`config.mk`:
```
export PLATFORM = sky130hd
export DESIGN_NAME = alu_arbiter
export DESIGN_NICKNAME = d
export VERILOG_FILES = /design/src/rtl/alu_arbiter.sv
export SDC_FILE = /design/constraint.sdc
export NUM_CORES = 1
export LEC_CHECK = 0
export CAP_MARGIN = 0
export CORE_MARGIN = 5
export CORE_UTILIZATION = 25
export CTS_CLUSTER_DIAMETER = 40
export DETAILED_ROUTE_END_ITERATION = 6
export SYNTH_ARGS = -nofsm -noshare
export SYNTH_HDL_FRONTEND = slang
export SYNTH_SLANG_ARGS = --single-unit
export TNS_END_PERCENT = 30
```
`constraint.sdc`:
```
create_clock -name clk -period 10.3 [get_ports clk]
set_clock_uncertainty 0.15 [all_clocks]
set_input_delay 1.545 -clock clk [delete_from_list [all_inputs] [get_ports clk]]
set_output_delay 1.545 -clock clk [all_outputs]
set_load 0.05 [all_outputs]
```
`src/rtl/alu_arbiter.sv`:
```
// Two-port round-robin arbiter that serialises requests onto one shared ALU,
// returning each result through a held response handshake.

module alu #(
  parameter int WIDTH = 32
) (
  input  logic [WIDTH-1:0] a,
  input  logic [WIDTH-1:0] b,
  input  logic [1:0]       alu_control,
  output logic [WIDTH-1:0] result,
  output logic [3:0]       alu_flags
);

  logic [WIDTH-1:0] b_eff;
  logic [WIDTH:0]   sum;
  logic             flag_n;
  logic             flag_z;
  logic             flag_c;
  logic             flag_v;

  // Subtract is a + ~b + 1; C is the raw carry-out, so 5-3 reports C=1.
  always_comb begin
    b_eff = alu_control[0] ? ~b : b;
    sum   = {1'b0, a} + {1'b0, b_eff} + {{WIDTH{1'b0}}, alu_control[0]};
    case (alu_control)
      2'b10:   result = a & b;
      2'b11:   result = a | b;
      default: result = sum[WIDTH-1:0];
    endcase
    flag_n    = result[WIDTH-1];
    flag_z    = (result == '0);
    flag_c    = ~alu_control[1] & sum[WIDTH];
    flag_v    = ~alu_control[1] & ~(alu_control[0] ^ a[WIDTH-1] ^ b[WIDTH-1])
                & (a[WIDTH-1] ^ sum[WIDTH-1]);
    alu_flags = {flag_n, flag_z, flag_c, flag_v};
  end

endmodule

module alu_arbiter #(
  parameter int WIDTH = 32
) (
  input  logic             clk,
  input  logic             reset,
  input  logic             req0_valid,
  output logic             req0_ready,
  input  logic [1:0]       req0_op,
  input  logic [WIDTH-1:0] req0_a,
  input  logic [WIDTH-1:0] req0_b,
  input  logic             req1_valid,
  output logic             req1_ready,
  input  logic [1:0]       req1_op,
  input  logic [WIDTH-1:0] req1_a,
  input  logic [WIDTH-1:0] req1_b,
  output logic             rsp0_valid,
  input  logic             rsp0_ready,
  output logic             rsp1_valid,
  input  logic             rsp1_ready,
  output logic [WIDTH-1:0] rsp_result,
  output logic [3:0]       rsp_flags,
  output logic             busy
);

  typedef enum logic [1:0] {
    IDLE = 2'd0,
    EXEC = 2'd1,
    RESP = 2'd2
  } state_t;

  state_t           state_q, state_d;
  logic             last_q, last_d;
  logic             gnt_id_q, gnt_id_d;
  logic [1:0]       op_q, op_d;
  logic [WIDTH-1:0] a_q, a_d;
  logic [WIDTH-1:0] b_q, b_d;
  logic [WIDTH-1:0] rsp_result_q, rsp_result_d;
  logic [3:0]       rsp_flags_q, rsp_flags_d;

  logic             winner;
  logic             any_valid;
  logic             granted_rsp_ready;
  logic [WIDTH-1:0] alu_result;
  logic [3:0]       alu_flags;

  alu #(.WIDTH(WIDTH)) u_alu (
    .a           (a_q),
    .b           (b_q),
    .alu_control (op_q),
    .result      (alu_result),
    .alu_flags   (alu_flags)
  );

  always_comb begin
    state_d      = state_q;
    last_d       = last_q;
    gnt_id_d     = gnt_id_q;
    op_d         = op_q;
    a_d          = a_q;
    b_d          = b_q;
    rsp_result_d = rsp_result_q;
    rsp_flags_d  = rsp_flags_q;
    req0_ready   = 1'b0;
    req1_ready   = 1'b0;

    // Only a contested cycle consults the pointer; a lone requester always wins.
    any_valid         = req0_valid | req1_valid;
    winner            = (req0_valid & req1_valid) ? ~last_q : req1_valid;
    granted_rsp_ready = gnt_id_q ? rsp1_ready : rsp0_ready;

    case (state_q)
      IDLE: begin
        if (any_valid && !reset) begin
          req0_ready = ~winner;
          req1_ready = winner;
          gnt_id_d   = winner;
          last_d     = winner;
          op_d       = winner ? req1_op : req0_op;
          a_d        = winner ? req1_a  : req0_a;
          b_d        = winner ? req1_b  : req0_b;
          state_d    = EXEC;
        end
      end
      EXEC: begin
        rsp_result_d = alu_result;
        rsp_flags_d  = alu_flags;
        state_d      = RESP;
      end
      RESP: begin
        if (granted_rsp_ready) state_d = IDLE;
      end
      default: state_d = IDLE;
    endcase
  end

  always_ff @(posedge clk) begin
    if (reset) begin
      state_q      <= IDLE;
      last_q       <= 1'b1;
      gnt_id_q     <= 1'b0;
      op_q         <= 2'b00;
      a_q          <= '0;
      b_q          <= '0;
      rsp_result_q <= '0;
      rsp_flags_q  <= 4'b0000;
    end else begin
      state_q      <= state_d;
      last_q       <= last_d;
      gnt_id_q     <= gnt_id_d;
      op_q         <= op_d;
      a_q          <= a_d;
      b_q          <= b_d;
      rsp_result_q <= rsp_result_d;
      rsp_flags_q  <= rsp_flags_d;
    end
  end

  assign rsp0_valid = (state_q == RESP) && !gnt_id_q;
  assign rsp1_valid = (state_q == RESP) &&  gnt_id_q;
  assign rsp_result = rsp_result_q;
  assign rsp_flags  = rsp_flags_q;
  assign busy       = (state_q != IDLE);

endmodule

```
After elaboration in Yosys (flattened, before gate mapping)
Index checks and enable logic that the tools add are counted.

Register bits after elaboration: 106. Input bits: 138. Output and inout port bits: 41.

Bitwise gates (word level): 15. Add/sub/neg operators: 2. Multiplexer cells: 14. Equal/unequal tests: 6. Reductions and logical operators: 10.

Operator list (count): 32-bit two-way mux (3); 32-bit one-hot mux with 2 select lines (1); 32-bit by 32-bit adder with 33-bit output (1); 33-bit by 1-bit adder with 33-bit output (1); 32-bit AND (1); 32-bit zero test (1); 32-bit inverter (1); 32-bit bitwise OR (1); 2-bit == test, second input constant (3); 1-bit two-way mux (6); 2-bit two-way mux (3); 2-bit one-hot mux with 3 select lines (1); 1-bit AND (4); 2-bit inequality test, second input constant (2); 1-bit inverter (4); 2-bit AND reduction (2); 1-bit logical AND (3); 1-bit bitwise XOR (3); 2-bit by 1-bit == test with 1-bit output, second input constant (1); 1-bit zero test (2); 2-bit zero test (1); 2-bit nonzero test (1); 1-bit bitwise OR (1).

Logic depth before layout (Yosys ltp)
Gate-level depths: netlist (run 1).

Depth in word-level cells: 6. Mapped depth: 18.

Modules after synthesis
A second synthesis (run 1) with hierarchy kept.

Cell total of the unflattened synthesis: 1031. Area total of the unflattened synthesis: 7593.5 µm².

Modules (own cells, without submodules): alu_arbiter (cells each 553, area each 4385.5 µm², sequential area each 2122.0 µm², instances 1); alu (cells each 478, area each 3208.1 µm², sequential area each 0.0 µm², instances 1).

Worst setup path before layout (run 1)
No wires, ideal clock.

Path type: input to output. From: in req1_valid. To: out req0_ready. Arrival time: 3.089 ns. Stages: 5. Setup slack: 5.516 ns. Buffers on the path: 3. Required time: 8.605 ns. Path through: a21boi_0 clkbuf_1 buf_1 clkbuf_1 nor2_1.

Cells in the longest elaborated chain, start to end: 5.

Ends and longest elaborated chain: from (decl) (RTL line 50) `input logic req1_valid,`; 1-bit AND (RTL line 107) `winner = (req0_valid & req1_valid) ? ~last_q : req1_valid;`; 1-bit two-way mux (RTL line 107); 1-bit inverter (RTL line 113) `req0_ready = ~winner;`; 1-bit two-way mux * (RTL line 112) `if (any_valid && !reset) begin`; 1-bit two-way mux * (RTL line 110) `case (state_q)`; to (decl) (RTL line 46) `output logic req0_ready,`.

Mark *: on every way between the ends. The rest lies on a longest branch, timed or not.

Worst setup path after layout (run 1)
From: in req1_valid. To: out req1_ready.

Cells in the longest elaborated chain, start to end: 4.

Ends and longest elaborated chain: 1-bit AND or 1-bit bitwise OR (tied branches) (RTL line 107, 106); 1-bit two-way mux or 1-bit logical AND (tied branches) (RTL line 107, 112); 1-bit two-way mux * (RTL line 112); 1-bit two-way mux * (RTL line 110); to (decl) (RTL line 51) `output logic req1_ready,`.

Marked as above.

==> reports/metrics.cfg, run 1 <==
[run_status]
status=finished clean

[pwr]
power_frac_seq_pct=33.6
clkPwrFrac_pct=25.7
peakVddDrop_uv=84.49
pwr-share-comb_pct=40.7
leakagePower_uw=0.003532
p_per_area_nw_per_um2=152.1
p_int_uw=908.5
p_sw_uw=531.3
power_uw=1440
switching_share_pct=36.90

[synthesis]
syn_area_um2=7099
syn-num-nets=1030
ys.flop_type=dfxtp_1
synthArstFlopShare_pct=0
synthMuxAreaShare_pct=11.33
ys_seq_area_share_pct=29.61
synth-compound-area-share_pct=22.37
synth.distinct_cells=66
synth_cells=860
ys_seq_elements=105
yosysWarnings=0
synth_xor_area_share_pct=6.662
synthAdderAreaFrac_pct=9.834
synth-simple-area-share_pct=15.90
synth_edf_count=0
syn_avg_cell_area_um2=8.255
synth_top_family_by_area=compound AO/OA/AOI/OAI gates

[grt]
grt.met3_usage_pct=2.459
grt_overflow=0
grt_use_total_pct=12.78
use_met2_pct=19.87
antenna_found_initial=0
grt_pass1_vias=6254
use_met1_pct=18.27
grt_first_pass_wirelength_um=32430
grt_max_degree=86
busiest_layer=met2

[clocking]
holdBufCountCts=0
clk_pin_slew_ns=0.07
h-tree-depth=3
root_buffer=clkbuf_16
clock_sinks=105
post-cts-setup-buffer-count=0
cts_tree=done
cts_buffers=9
clk_path_buf_depth=2
insertion_delay_ns=0.35
cts_resized=0

[timing]
tightest_slew_ns=1.082
slew_viol_final=0
setup_viol=0
finalHoldViolCount=0
fmax_ghz=0.1759
max_slew_margin_pct=27.69
finalCritPeriodShare_pct=55.19
period_needed_ns=5.685
rsz0062_at_grt=no
setup_tns_ns=0

[critical_path]
cp-start-kind=input pin
rr_startpoint=op_q[0]$_SDFFE_PP0P_
crit_top_cell=clkdlybuf4s50_1
cp_cell_sequence=clkdlybuf4s50_1 > a21boi_4 > and2_1 > clkdlybuf4s50_1
r2r_slack_ns=5.92
required_ns=8.61
cp_max_fo=25
cp-end-kind=output pin
worst_ep_arrival_time_ns=3.99
criticalPathCategory=input pin to output pin
rr_endpoint=rsp_flags[2]$_SDFFE_PP0N_
crit_path_max_incr_delay_ns=0.84
ff2ff_path_depth=13
startpoint=req1_valid
cp_slowest_cell=a21boi_4
endpoint=req1_ready

[floorplan]
dieArea_um2=31870
rows=61
start_util_pct=25.41
fp.coreArea_um2=27930
io_pins=179
fp.dieW_um=178.5
die_h_um=178.5

[placed_design]
dp.cells=1357
place_hpwl_um=16330
globalplace.congestion=0.8721
numPortBuffers=178

[finish]
fin_cells=1372
final_common_cell=clkdlybuf4s50_1
fill_cells=2993
antenna_cells=0
layout-drive-gt1-share_pct=3.924
final_cell_mix=clkdlybuf4s50_1 (177), nor2_1 (121), dfxtp_1 (104)
syn_to_final_growth_pct=33.35
nNetsFinal=1160

[route]
first_pass_iters=4
avgRoutedWirePerCell_um=15.20
viasPerCell=4.767
drt_iter0_markers=305
wirelength_um=20860
dr_total_vias=6541
drtAntennaViolNets=0
drc=0

[flow_run]
drv_cap=0

[hold_path]
hold_class=flop to flop

==> logic make-up after synthesis <==
family,after synthesis
AOI/OAI and AO/OA,234
xor gates and xnor gates,54
adders and majority gates,61
buffers and inverters,76
DFF,105
muxes,80
and+or+nand+nor,250
==> metal layers <==
metal	part of all wire, %	vias to the layer above
met4	1.1	0
li1	-	3414
met1	50	2970
met3	4.7	11
met2	44	146
met5	0	-
==> power groups by stage <==
stage | clock, uW | combinational, uW | sequential [uW]
2_1_floorplan | 0 | 358 | 534
3_3_place_gp | 0 | 583 | 492
3_5_place_dp | 0 | 588 | 493
4_1_cts | 383 | 590 | 484
5_1_grt | 398 | 644 | 489
6_report | 371 | 586 | 483
==> worst min-delay path by stage <==
| stage | start | to | slack [ns] | depth (start not counted) |
|---|---|---|---|---|
| CTS | rsp_flags[1]$_SDFFE_PP0N_ | rsp_flags[1]$_SDFFE_PP0N_ | 0.31 | 2 |
| global placement | rsp_flags[1]$_SDFFE_PP0N_ | rsp_flags[1]$_SDFFE_PP0N_ | 0.30 | 2 |
| floorplan | last_q$_SDFFE_PP1P_ | last_q$_SDFFE_PP1P_ | 0.28 | 2 |
| finish | rsp_result[29]$_SDFFE_PP0N_ | rsp_result[29]$_SDFFE_PP0N_ | 0.31 | 2 |
| global route | rsp_flags[1]$_SDFFE_PP0N_ | rsp_flags[1]$_SDFFE_PP0N_ | 0.34 | 2 |
| detailed placement | rsp_flags[1]$_SDFFE_PP0N_ | rsp_flags[1]$_SDFFE_PP0N_ | 0.31 | 2 |
==> Yosys cell counts (11+ instances only) <==
master    count  area [um2]
nor3_1       16       80.08
mux2i_1      79       790.8
nor2_1      121       454.2
buf_1        11       41.29
maj3_1       29       290.3
xor2_1       36       315.3
a21oi_1      57       285.3
buf_2        13       65.06
nand2_1      62       232.7
clkbuf_1     40       150.1
a211oi_1     90       675.7
xnor2_1      18       157.7
ha_1         31       387.9
o21ai_0      27       135.1
dfxtp_1     105        2102
==> critical path, delay by kind of cell <==
family | cells | cell delay (ns)
buffers and inverters | 2 | 1.31
AOI/OAI and AO/OA | 1 | 0.84
and+or+nand+nor | 1 | 0.29
==> final cells by class <==
type	instances	area, um2	area share (%)
Multi-Input combinational cell	679	4711	49.76
Tap cell	378	473.0	4.996
Clock inverter	3	65.06	0.6873
Inverter	11	43.79	0.4626
Sequential cell	105	2103	22.22
Timing Repair Buffer	184	1824	19.27
Clock buffer	12	246.5	2.604
==> sequential cells by signal (all words and copies together), names as in the netlist <==
register,cells
op_q,2
last_q,1
rsp_result,32
b_q,32
rsp_flags,3
state_q,2
a_q,32
gnt_id_q,1
==> through the flow <==
step	cell area (um2)	hold WS [ns]	util (%)	worst slack, ns
final	9467	0.3150	33.89	4.615
after global routing	9467	0.3386	33.89	4.473
after CTS	9467	0.3149	33.89	4.546
after detailed placement	9155	0.3053	32.77	4.549
after global placement	9155	0.2964	32.77	4.561
after floorplan	7099	0.2816	-	5.516
No activity file was read; power rests on OpenSTA's default activity.
==> run 2: changes to the inputs <==
==> constraint.sdc (replaced) <==
create_clock -name clk -period 5.5 [get_ports clk]
set_clock_uncertainty 0.15 [all_clocks]
set_input_delay 0.825 -clock clk [delete_from_list [all_inputs] [get_ports clk]]
set_output_delay 0.825 -clock clk [all_outputs]
set_load 0.05 [all_outputs]
==> reports/metrics.cfg, run 2 (synthesis gave the netlist of run 1 again) <==
[clocking]
cts_tree=done
root_buffer=clkbuf_16
insertion_delay_ns=0.36
post-cts-setup-buffer-count=0
clock_sinks=105
h-tree-depth=3
cts_resized=0
clk_path_buf_depth=2
holdBufCountCts=0
clk_pin_slew_ns=0.07
cts_buffers=9

[finish]
fill_cells=2983
layout-drive-gt1-share_pct=4.121
syn_to_final_growth_pct=33.29
antenna_cells=0
final_common_cell=clkdlybuf4s50_1
nNetsFinal=1160
final_cell_mix=clkdlybuf4s50_1 (177), nor2_1 (121), dfxtp_1 (104)
fin_cells=1373

[timing]
finalHoldViolCount=0
hold_ws_ns=0.3090
finalCritPeriodShare_pct=77.69
fmax_ghz=0.2340
tightest_slew_ns=1.131
setup_viol=0
max_slew_margin_pct=24.46
postLayoutSetupSlackWorst_ns=1.227
period_needed_ns=4.273
slew_viol_final=0
setup_tns_ns=0
rsz0062_at_grt=no

[critical_path]
worst-path-buf-inv=1
cp_max_fo=36
worst_ep_arrival_time_ns=4.42
crit_path_max_incr_delay_ns=0.85
startpoint=op_q[0]$_SDFFE_PP0P_
cp_slowest_cell=dfxtp_2
rr_startpoint=op_q[0]$_SDFFE_PP0P_
r2r_slack_ns=1.23
criticalPathCategory=flop to flop
crit_top_cell=a21oi_1
cp-start-kind=flop
cp_cell_sequence=buf_4 > xor2_1 > ha_1 > a21oi_1 > o21ai_0 > a21oi_1 > o31ai_2 > or3_1 > nand3_1 > and4_1 > nand4_1 > or4b_1 > o21ai_1
required_ns=5.64
cp-end-kind=flop
crit_family=simple AND/OR/NAND/NOR gates

[hold_path]
hold_class=flop to flop
min_from=rsp_result[2]$_SDFFE_PP0N_

[pwr]
clkPwrFrac_pct=25.1
power_frac_seq_pct=34.3
pwr-share-comb_pct=40.6
peakVddDrop_uv=154.3
p_sw_uw=1005
p_per_area_nw_per_um2=282.8
p_int_uw=1671
leakagePower_uw=0.003528
switching_share_pct=37.57

[route]
drc=0
dr_total_vias=6499
drtAntennaViolNets=0
first_pass_iters=5
drt_iter0_markers=384
avgRoutedWirePerCell_um=15.38
viasPerCell=4.733
wirelength_um=21120

[placed_design]
place_ws_ns=1.246
place_hpwl_um=16720
globalplace.congestion=0.8799
dp.cells=1357
numPortBuffers=178

[grt]
grt_first_pass_wirelength_um=32860
grt_use_total_pct=12.94
grt_pass1_vias=6242
grt_max_degree=82
grt_overflow=0
antenna_found_initial=0

[flow_run]
drv_cap=0

[floorplan]
fp.dieW_um=178.5
die_h_um=178.5
dieArea_um2=31870
start_util_pct=25.41
io_pins=179
rows=61
fp.coreArea_um2=27930

[run_status]
status=finished clean

==> run 2: cell types whose count changed in the layout (fill, tap and decap cells not counted), sizes merged <==
cell	previous run	this run
bufinv	2	1
clkinv	1	2
clkinvlp	0	1
==> run 2: per-layer routing <==
| metal | wire [um] | global-route usage, % |
|---|---|---|
| met5 | 0 | 0 |
| met1 | 10570 | 18.27 |
| met4 | 280 | 3.550 |
| met3 | 921 | 2.501 |
| met2 | 9344 | 20.13 |
==> run 2: final cells by class <==
| class | instances | area, um2 | area share (%) |
|---|---|---|---|
| multi-input combinational | 679 | 4711 | 49.78 |
| sequential | 105 | 2103 | 22.23 |
| timing repair buffer | 184 | 1824 | 19.28 |
| tap | 378 | 473.0 | 4.998 |
| clock buffer | 12 | 256.5 | 2.711 |
| clock inverter | 4 | 51.30 | 0.5421 |
| inverter | 11 | 43.79 | 0.4628 |
==> run 2: path summary, 6_finish.rpt <==
path | endpoint | cells past startpoint
max | rsp_flags[2]$_SDFFE_PP0N_ | 13
min | rsp_result[2]$_SDFFE_PP0N_ | 2
max reg2reg | rsp_flags[2]$_SDFFE_PP0N_ | 13
min reg2reg | rsp_result[2]$_SDFFE_PP0N_ | 2
==> run 2: through the flow <==
step / util, % / area (um2) / power [uW]
2_1_floorplan: - / 7099 / 1670
3_3_place_gp: 32.77 / 9155 / 2013
3_5_place_dp: 32.77 / 9155 / 2024
4_1_cts: 33.88 / 9463 / 2702
5_1_grt: 33.88 / 9463 / 2849
6_report: 33.88 / 9463 / 2676
==> run 2: power by group through the flow <==
stage          Combinational, uW  Clock (uW)  Sequential, uW
2_1_floorplan                671           0             999
3_3_place_gp                1080           0             934
3_5_place_dp                1090           0             938
4_1_cts                     1090         690             920
5_1_grt                     1190         723             932
6_report                    1090         671             919
==> run 2: worst register-to-register path, delay by kind of cell, from the launching register on <==
family          cells  cell delay (ns)
compound gates      5             0.92
fa+ha+maj           1             0.39
flops               1             0.85
buf+inv             1             0.51
xor+xnor            1             0.15
simple gates        5             1.25
